--- src/rtl/sprite_pkg.sv ---
// Shared defaults, channel state encoding and width helpers for the multi-sprite renderer.
package sprite_pkg;

    localparam int unsigned DEF_NUM_SPRITES = 4;
    localparam int unsigned DEF_SPR_W       = 8;
    localparam int unsigned DEF_SPR_H       = 16;
    localparam int unsigned DEF_COORD_W     = 9;
    localparam int unsigned DEF_POS_W       = 16;

    typedef enum logic [1:0] {
        IDLE,
        WAIT_LOAD,
        WAIT_H,
        DRAW
    } ch_state_t;

    // Index width that never collapses to zero bits for single-entry ranges.
    function automatic int unsigned clog2_min1(input int unsigned n);
        return (n > 1) ? $clog2(n) : 1;
    endfunction

    localparam int unsigned DEF_IDX_W = clog2_min1(DEF_NUM_SPRITES);
    localparam int unsigned DEF_ROW_W = clog2_min1(DEF_SPR_H);

endpackage

--- src/rtl/sprite_channel.sv ---
// One sprite channel: vertical trigger, row counter, one-row line buffer and
// MSB-first pixel shifter with optional horizontal mirror.
module sprite_channel
    import sprite_pkg::*;
#(
    parameter int unsigned SPR_W   = DEF_SPR_W,
    parameter int unsigned SPR_H   = DEF_SPR_H,
    parameter int unsigned COORD_W = DEF_COORD_W,
    parameter int unsigned POS_W   = DEF_POS_W
) (
    input  logic                         clk,
    input  logic                         reset,
    input  logic [POS_W-1:0]             hpos,
    input  logic [POS_W-1:0]             vpos,
    input  logic [COORD_W-1:0]           x,
    input  logic [COORD_W-1:0]           y,
    input  logic                         en,
    input  logic                         mirror,
    input  logic                         slot,
    input  logic [SPR_W-1:0]             rom_bits,
    output logic [clog2_min1(SPR_H)-1:0] row,
    output logic                         gfx,
    output logic                         in_progress
);

    localparam int unsigned ROW_W = clog2_min1(SPR_H);
    localparam int unsigned CNT_W = $clog2(SPR_W + 1);

    ch_state_t          state, state_n;
    logic [ROW_W-1:0]   row_n;
    logic [SPR_W-1:0]   pix, pix_n, pix_rev, src;
    logic [CNT_W-1:0]   cnt, cnt_n;
    logic               gfx_n, in_progress_n;
    logic               vstart, hstart;

    assign vstart = (vpos == POS_W'(y)) && (hpos == '0);
    assign hstart = (hpos == POS_W'(x));

    always_comb begin
        pix_rev = '0;
        for (int unsigned b = 0; b < SPR_W; b++) pix_rev[b] = pix[SPR_W-1-b];
    end

    // Next-state logic; a dropped enable overrides everything.
    always_comb begin
        state_n       = state;
        row_n         = row;
        pix_n         = pix;
        cnt_n         = cnt;
        gfx_n         = 1'b0;
        in_progress_n = in_progress;
        src           = mirror ? pix_rev : pix;
        case (state)
            IDLE: begin
                if (vstart) begin
                    state_n       = WAIT_LOAD;
                    row_n         = '0;
                    in_progress_n = 1'b1;
                end
            end
            WAIT_LOAD: begin
                if (slot) begin
                    pix_n   = rom_bits;
                    state_n = WAIT_H;
                end
            end
            WAIT_H: begin
                if (hstart) begin
                    state_n = DRAW;
                    gfx_n   = src[SPR_W-1];
                    pix_n   = src << 1;
                    cnt_n   = CNT_W'(1);
                end
            end
            DRAW: begin
                if (cnt == CNT_W'(SPR_W)) begin
                    if (row == ROW_W'(SPR_H - 1)) begin
                        state_n       = IDLE;
                        in_progress_n = 1'b0;
                    end else begin
                        state_n = WAIT_LOAD;
                        row_n   = row + 1'b1;
                    end
                end else begin
                    gfx_n = pix[SPR_W-1];
                    pix_n = pix << 1;
                    cnt_n = cnt + 1'b1;
                end
            end
            default: state_n = IDLE;
        endcase
        if (!en) begin
            state_n       = IDLE;
            gfx_n         = 1'b0;
            in_progress_n = 1'b0;
        end
    end

    always_ff @(posedge clk) begin
        if (reset) begin
            state       <= IDLE;
            row         <= '0;
            pix         <= '0;
            cnt         <= '0;
            gfx         <= 1'b0;
            in_progress <= 1'b0;
        end else begin
            state       <= state_n;
            row         <= row_n;
            pix         <= pix_n;
            cnt         <= cnt_n;
            gfx         <= gfx_n;
            in_progress <= in_progress_n;
        end
    end

endmodule

--- src/rtl/sprite_engine_multi.sv ---
// Multi-sprite renderer: per-sprite channels sharing one combinational ROM through
// a load-window sequencer, plus a per-frame sticky sprite-vs-sprite collision mask.
module sprite_engine_multi
    import sprite_pkg::*;
#(
    parameter int unsigned NUM_SPRITES = DEF_NUM_SPRITES,
    parameter int unsigned SPR_W       = DEF_SPR_W,
    parameter int unsigned SPR_H       = DEF_SPR_H,
    parameter int unsigned COORD_W     = DEF_COORD_W,
    parameter int unsigned POS_W       = DEF_POS_W
) (
    input  logic                                                  clk,
    input  logic                                                  reset,
    input  logic [POS_W-1:0]                                      hpos,
    input  logic [POS_W-1:0]                                      vpos,
    input  logic                                                  load,
    input  logic [NUM_SPRITES*COORD_W-1:0]                        spr_x,
    input  logic [NUM_SPRITES*COORD_W-1:0]                        spr_y,
    input  logic [NUM_SPRITES-1:0]                                spr_en,
    input  logic [NUM_SPRITES-1:0]                                spr_mirror,
    output logic [clog2_min1(NUM_SPRITES)+clog2_min1(SPR_H)-1:0]  rom_addr,
    input  logic [SPR_W-1:0]                                      rom_bits,
    output logic [NUM_SPRITES-1:0]                                gfx,
    output logic [NUM_SPRITES-1:0]                                in_progress,
    output logic [NUM_SPRITES-1:0]                                collide
);

    localparam int unsigned IDX_W = clog2_min1(NUM_SPRITES);
    localparam int unsigned ROW_W = clog2_min1(SPR_H);

    logic [IDX_W-1:0]       seq;
    logic                   seq_done;
    logic                   load_slot;
    logic [ROW_W-1:0]       row_arr [NUM_SPRITES];
    logic [NUM_SPRITES-1:0] hit;
    logic                   frame_start;

    // Slot sequencer: one ROM slot per channel per load window, last slot taken once.
    always_ff @(posedge clk) begin
        if (reset || !load) begin
            seq      <= '0;
            seq_done <= 1'b0;
        end else if (seq == IDX_W'(NUM_SPRITES - 1)) begin
            seq_done <= 1'b1;
        end else begin
            seq <= seq + 1'b1;
        end
    end

    assign load_slot = load && !seq_done;
    assign rom_addr  = {seq, row_arr[seq]};

    for (genvar g = 0; g < NUM_SPRITES; g++) begin : g_ch
        sprite_channel #(
            .SPR_W   (SPR_W),
            .SPR_H   (SPR_H),
            .COORD_W (COORD_W),
            .POS_W   (POS_W)
        ) u_ch (
            .clk         (clk),
            .reset       (reset),
            .hpos        (hpos),
            .vpos        (vpos),
            .x           (spr_x[g*COORD_W +: COORD_W]),
            .y           (spr_y[g*COORD_W +: COORD_W]),
            .en          (spr_en[g]),
            .mirror      (spr_mirror[g]),
            .slot        (load_slot && (seq == IDX_W'(g))),
            .rom_bits    (rom_bits),
            .row         (row_arr[g]),
            .gfx         (gfx[g]),
            .in_progress (in_progress[g])
        );
    end

    always_comb begin
        hit = '0;
        for (int unsigned i = 0; i < NUM_SPRITES; i++)
            hit[i] = gfx[i] && ((gfx & ~(NUM_SPRITES'(1) << i)) != '0);
    end

    assign frame_start = (hpos == '0) && (vpos == '0);

    // Sticky per frame; a hit in the clearing cycle still sets its bit.
    always_ff @(posedge clk) begin
        if (reset) collide <= '0;
        else       collide <= (frame_start ? '0 : collide) | hit;
    end

endmodule
--- config.mk ---
export PLATFORM = sky130hd
export DESIGN_NAME = sprite_engine_multi
export DESIGN_NICKNAME = d
export VERILOG_FILES = /design/src/rtl/sprite_pkg.sv /design/src/rtl/sprite_channel.sv /design/src/rtl/sprite_engine_multi.sv
export SDC_FILE = /design/constraint.sdc
export NUM_CORES = 1
export LEC_CHECK = 0
export ABC_AREA = 1
export BUFFER_PORTS_ARGS = -buffer_cell sky130_fd_sc_hd__buf_2
export CAP_MARGIN = 30
export CORE_ASPECT_RATIO = 1.4
export CORE_MARGIN = 2
export CORE_UTILIZATION = 60
export CTS_CLUSTER_SIZE = 24
export DETAILED_ROUTE_END_ITERATION = 10
export PLACE_DENSITY = 0.93
export SYNTH_ARGS = -nofsm -noshare
export SYNTH_HDL_FRONTEND = slang
export SYNTH_SLANG_ARGS = --single-unit
export TNS_END_PERCENT = 1
--- constraint.sdc ---
create_clock -name clk -period 5.3 [get_ports clk]
set_input_delay 0.53 -clock clk [delete_from_list [all_inputs] [get_ports clk]]
set_output_delay 0.53 -clock clk [all_outputs]
set_load 0.1 [all_outputs]
**Word level (Yosys, flattened, before mapping)**

Cells that the tools add are included.

- Flip-flop bits (word level): 87
- Input bits: 123
- Output and inout bits: 18
- Word-level logic and storage cells: 282

- Add/sub/neg operators: 9
- Order comparisons: 1
- Eq/ne operators: 63
- Multiplexer cells: 104
- Bitwise gates (word level): 6
- Reductions and logical operators: 68

Operator list:

| kind | count |
|---|---|
| $eq A16 B9 Y1 | 8 |
| $mux W8 | 16 |
| $pmux W8 S3 | 4 |
| $mux W4 | 23 |
| $pmux W4 S2 | 8 |
| $reduce_and A4 Y1 | 16 |
| $ne A2 B1 Y1 const B | 20 |
| $add A4 B1 Y4 const B | 8 |
| $eq A4 B4 Y1 const B | 8 |
| $logic_not A16 Y1 | 2 |
| $mux W2 | 16 |
| $pmux W2 S4 | 4 |
| $mux W1 | 24 |
| $ne A2 B2 Y1 const B | 12 |
| $eq A2 B2 Y1 const B | 10 |
| $reduce_and A5 Y1 | 4 |
| $pmux W1 S2 | 8 |
| $reduce_bool A2 Y1 | 8 |
| $reduce_bool A4 Y1 | 4 |
| $logic_and A1 B1 Y1 | 14 |
| $reduce_and A3 Y1 | 4 |
| $reduce_bool A3 Y1 | 4 |
| $eq A2 B1 Y1 const B | 5 |
| $logic_not A2 Y1 | 5 |
| other kinds (9) | 16 |

**Depth between registers and ports, before layout**

- Depth in word-level cells: 5
- Gate-level depth with buffers: 15
- Gate-level depth less buffers: 14

**By module**

Synthesis repeated with hierarchy kept, for this count alone.

- Cells, all modules: 1373
- Area, all modules: 7606.0 µm²

By module, submodules not included:

| module | instances | cells each | area each (µm²) | sequential area each (µm²) |
|---|---|---|---|---|
| sprite_channel at g_ch[2].u_ch | 1 | 317 | 1769.2 | 400.4 |
| sprite_channel at g_ch[3].u_ch | 1 | 320 | 1765.4 | 400.4 |
| sprite_channel at g_ch[0].u_ch | 1 | 321 | 1764.2 | 400.4 |
| sprite_channel at g_ch[1].u_ch | 1 | 319 | 1750.4 | 400.4 |
| sprite_engine_multi | 1 | 96 | 556.8 | 140.1 |

**Worst setup path before layout**

OpenSTA, ideal clock, no wires.

- Path kind: flip-flop to output port
- Start point: register seq[1]
- End point: output port rom_addr[0]
- Arrival: 3.130 ns
- Required time: 4.770 ns
- Path slack: 1.640 ns
- Cell stages (with the launch flop): 5
- Buffers on the path: 0
- Path through: dfxtp_1 clkinv_1 o21ai_0 a21oi_1 a21oi_1

- Cells in the longest elaborated chain, start to end: 4

RTL lines:

| element | line | RTL |
|---|---|---|
| start, declared | sprite_engine_multi.sv:31 | `logic [IDX_W-1:0] seq;` |
| start signal, assigned | sprite_engine_multi.sv:46 | `seq <= seq + 1'b1;` |
| $not A2 Y3 (implied by the code) | sprite_engine_multi.sv:51 | `assign rom_addr = {seq, row_arr[seq]};` |
| $bmux W4 S2 | sprite_engine_multi.sv:51 |  |
| $mux W4 (implied by the code) (2 in a row) | sprite_engine_multi.sv:51 |  |
| end, declared | sprite_engine_multi.sv:21 | `output logic [clog2_min1(NUM_SPRITES)+clog2_min1(SPR_H)-1:0] rom_addr,` |

Every way passes these cells. The select of a mux whose other input is x is not followed.

**Worst setup path in the final report**

- Start point: register seq[0]
- End point: output port rom_addr[3]

Same word-level chain as after synthesis.

==> out/qor.yml <==
worst_setup_path:
  critPathCaptureType: "output pin"
  cpPeakStageDelay_ns: 0.47
  crit_chain: "inv_1 -> o21ai_0 -> a21oi_1 -> a21oi_1 -> buf_2"
  startpoint_type: "flop"
  critical_path.most_common_cell: "a21oi_1"
  crit_buf_inv: 2
  cp_slowest_cell: "dfxtp_1"
  r2r_setup_slack_ns: 3.06
  worst_ep_arrival_time_ns: 1.92
  worst-setup-path-type: "flop to output pin"
  critPathTopFamily: "buffers and inverters"
  crit_fanout: 15
  required_ns: 4.77
sta:
  fin_crit_ns: 2.449
  relSlewSlack_pct: 63.48
  setup_viol: 0
  max_freq_ghz: 0.4084
  fin_tns_setup_ns: 0
  skew_ns: 0.006676
  hold_viol_final: 0
  timing.final.crit_share_pct: 46.20
  rsz0062_at_grt: "false"
  drv_slew: 0
  worst_hold_slack_ns: 0.4594
  worst_pin_slew_ns: 0.5478
cts:
  cts-root-buf: "clkbuf_16"
  post_cts_resized: 0
  cts_buffer_depth: 2
  cts-buffers-inserted: 9
  cts_tree: "yes"
  cts_hold_buf: 0
  clk_latency_ns: 0.35
  clock-sinks: 87
  cts.clk_slew.worst_paths_ns: 0.06
  cts_max_level: 3
  postCtsSetupRepairBufs: 0
route:
  drc: 0
  wire_per_inst_um: 13.22
  antenna_left: 0
  drt_wl_total_um: 19080
  drt_first_pass_iters: 6
  viasPerCell: 5.282
  drt_iter0_markers: 547
  vias: 7622
yosys:
  synthCells: 1165
  synthFlopType: "dfxtp_1"
  synth_mux_area_share_pct: 0
  ys_warn_count: 0
  ys_seq_area_share_pct: 25.57
  syn_area_um2: 6810
  synth-compound-area-share_pct: 12.88
  synth_top_family_by_area: "simple AND/OR/NAND/NOR gates"
  synth_edf_count: 0
  synth-simple-area-share_pct: 38.01
  syn-num-nets: 1320
  synth_adder_area_share_pct: 5.879
  synthXorXnorAreaFrac_pct: 4.244
  synth_area_per_cell_um2: 5.846
  async_flop_share_pct: 0
  ys_types: 37
  synth_seq_cells: 87
outcome:
  outcome: "complete, no violations"
run:
  max-cap-violations: 0
floorplan:
  ios: 141
  die_y_um: 130.1
  die_x_um: 94.04
  die-area_um2: 12230
  rows: 46
  start_util_pct: 60.68
  core_area_um2: 11220
cells_and_area:
  drive_gt1_share_pct: 14.47
  area_growth_syn_to_layout_pct: 15.18
  antenna_cells: 0
  fin_nets: 1449
global_routing:
  grt_overflow_total: 0
  antenna_found_initial: 0
  track_usage_pct: 30.34
  grt_max_degree: 49
  grt_pass1_vias: 6892
  grt_first_pass_wirelength_um: 29730
power:
  p_per_area_nw_per_um2: 195.1
  leakagePower_uw: 0.004162
  ir_drop_v: 0.0001965
place:
  gp_congestion: 0.9700
  port_buffers: 140
  dp_hpwl_um: 14960
hold_path:
  min_path_type: "flop to flop"
-- state kept, by name, summed over array words and instances, names as in the netlist --
signal / count
g_ch.u_ch.pix: 32
g_ch.u_ch.cnt: 16
g_ch.u_ch.row: 16
g_ch.u_ch.state: 8
collide: 4
g_ch.u_ch.gfx: 4
g_ch.u_ch.in_progress: 4
seq: 2
seq_done: 1
-- area by class of cell --
class / instances / area (um2)
timing repair buffer: 141 / 708.2
clock buffer: 13 / 270.3
clock inverter: 3 / 40.04
multi-input combinational: 856 / 4155
sequential: 87 / 1742
fill: 973 / 3379
inverter: 199 / 748.2
tap: 144 / 180.2
-- routing by layer --
metal	part of all wire (%)	global-route usage, %
met2	50	57.10
met4	5.4	17.82
met1	37	31.08
met5	0	0
met3	7.6	5.081
-- power breakdown --
group	leakage [uW]	internal [uW]	switching [uW]
clock network	0.000156	403	264
registers	0.000701	654	1.36
logic	0.00331	81.1	127
total	0.00416	1140	392
-- worst min-delay path: stages, from the launching register on --
cell	delay [ns]
dfxtp_1	0.31
nand2_1	0.06
a21oi_1	0.05
-- path summary, 6_finish.rpt --
| check | from | endpoint | depth (start not counted) |
|---|---|---|---|
| worst min-delay path | g_ch[2].u_ch.in_progress | g_ch[2].u_ch.in_progress | 2 |
| worst min register to register | g_ch[2].u_ch.in_progress | g_ch[2].u_ch.in_progress | 2 |
| worst max-delay path | seq[0] | rom_addr[3] | 5 |
| worst max register to register | seq[0] | g_ch[0].u_ch.pix[5] | 9 |
-- cells by family (layout without fill, tap and decap cells) --
kind of cell	Yosys count	in the layout
AOI/OAI and AO/OA	156	156
buffers and inverters	222	356
DFF	87	87
adders and majority gates	32	32
xor gates and xnor gates	33	33
and+or+nand+nor	635	635
-- through the flow --
step | power, uW | cells | util, % | area, um2 | setup WS, ns
after floorplan | 794.5 | 1165 | - | 6810 | 1.640
after CTS | 1532 | 1443 | 69.89 | 7844 | 2.851
after detailed placement | 876.4 | 1427 | 67.12 | 7533 | 3.141
final | 1531 | 1443 | 69.89 | 7844 | 2.851
after global placement | 873.6 | 1427 | 67.12 | 7533 | 3.179
after global routing | 1581 | 1443 | 69.89 | 7844 | 2.650
-- placed cells by master, fill, tap and decap left out, types with 2 or more instances in the layout --
cell	instances
nand2_1	401
inv_1	189
nor2_1	143
buf_2	140
a21oi_1	95
dfxtp_1	87
nand3_1	52
ha_1	32
o21ai_0	25
xnor2_1	21
o22ai_1	19
xor2_1	12
nand4_1	11
clkbuf_16	9
nand2_2	6
clkinv_1	5
nand2_4	5
inv_2	4
nor2_2	4
nand3_2	4
a221oi_1	4
or2_2	3
o31ai_1	3
clkinv_2	3
o221ai_1	3
clkbuf_8	3
a21oi_4	2
nor3_1	2
a21oi_2	2
-- cell usage after synthesis, types with 5 or more instances --
| library cell | instances | area, um2 |
|---|---|---|
| nand2_1 | 401 | 1505 |
| inv_1 | 189 | 709.4 |
| nor2_1 | 143 | 536.8 |
| a21oi_1 | 95 | 475.5 |
| dfxtp_1 | 87 | 1742 |
| nand3_1 | 52 | 260.3 |
| ha_1 | 32 | 400.4 |
| o21ai_0 | 25 | 125.1 |
| xnor2_1 | 21 | 183.9 |
| o22ai_1 | 19 | 118.9 |
| xor2_1 | 12 | 105.1 |
| nand4_1 | 11 | 68.82 |
| buf_4 | 8 | 60.06 |
| buf_6 | 6 | 67.56 |
| clkbuf_1 | 6 | 22.52 |
| nand2_2 | 6 | 37.54 |
| clkinv_1 | 5 | 18.77 |
| nand2_4 | 5 | 56.30 |
Power figures use the tool's default switching activity.
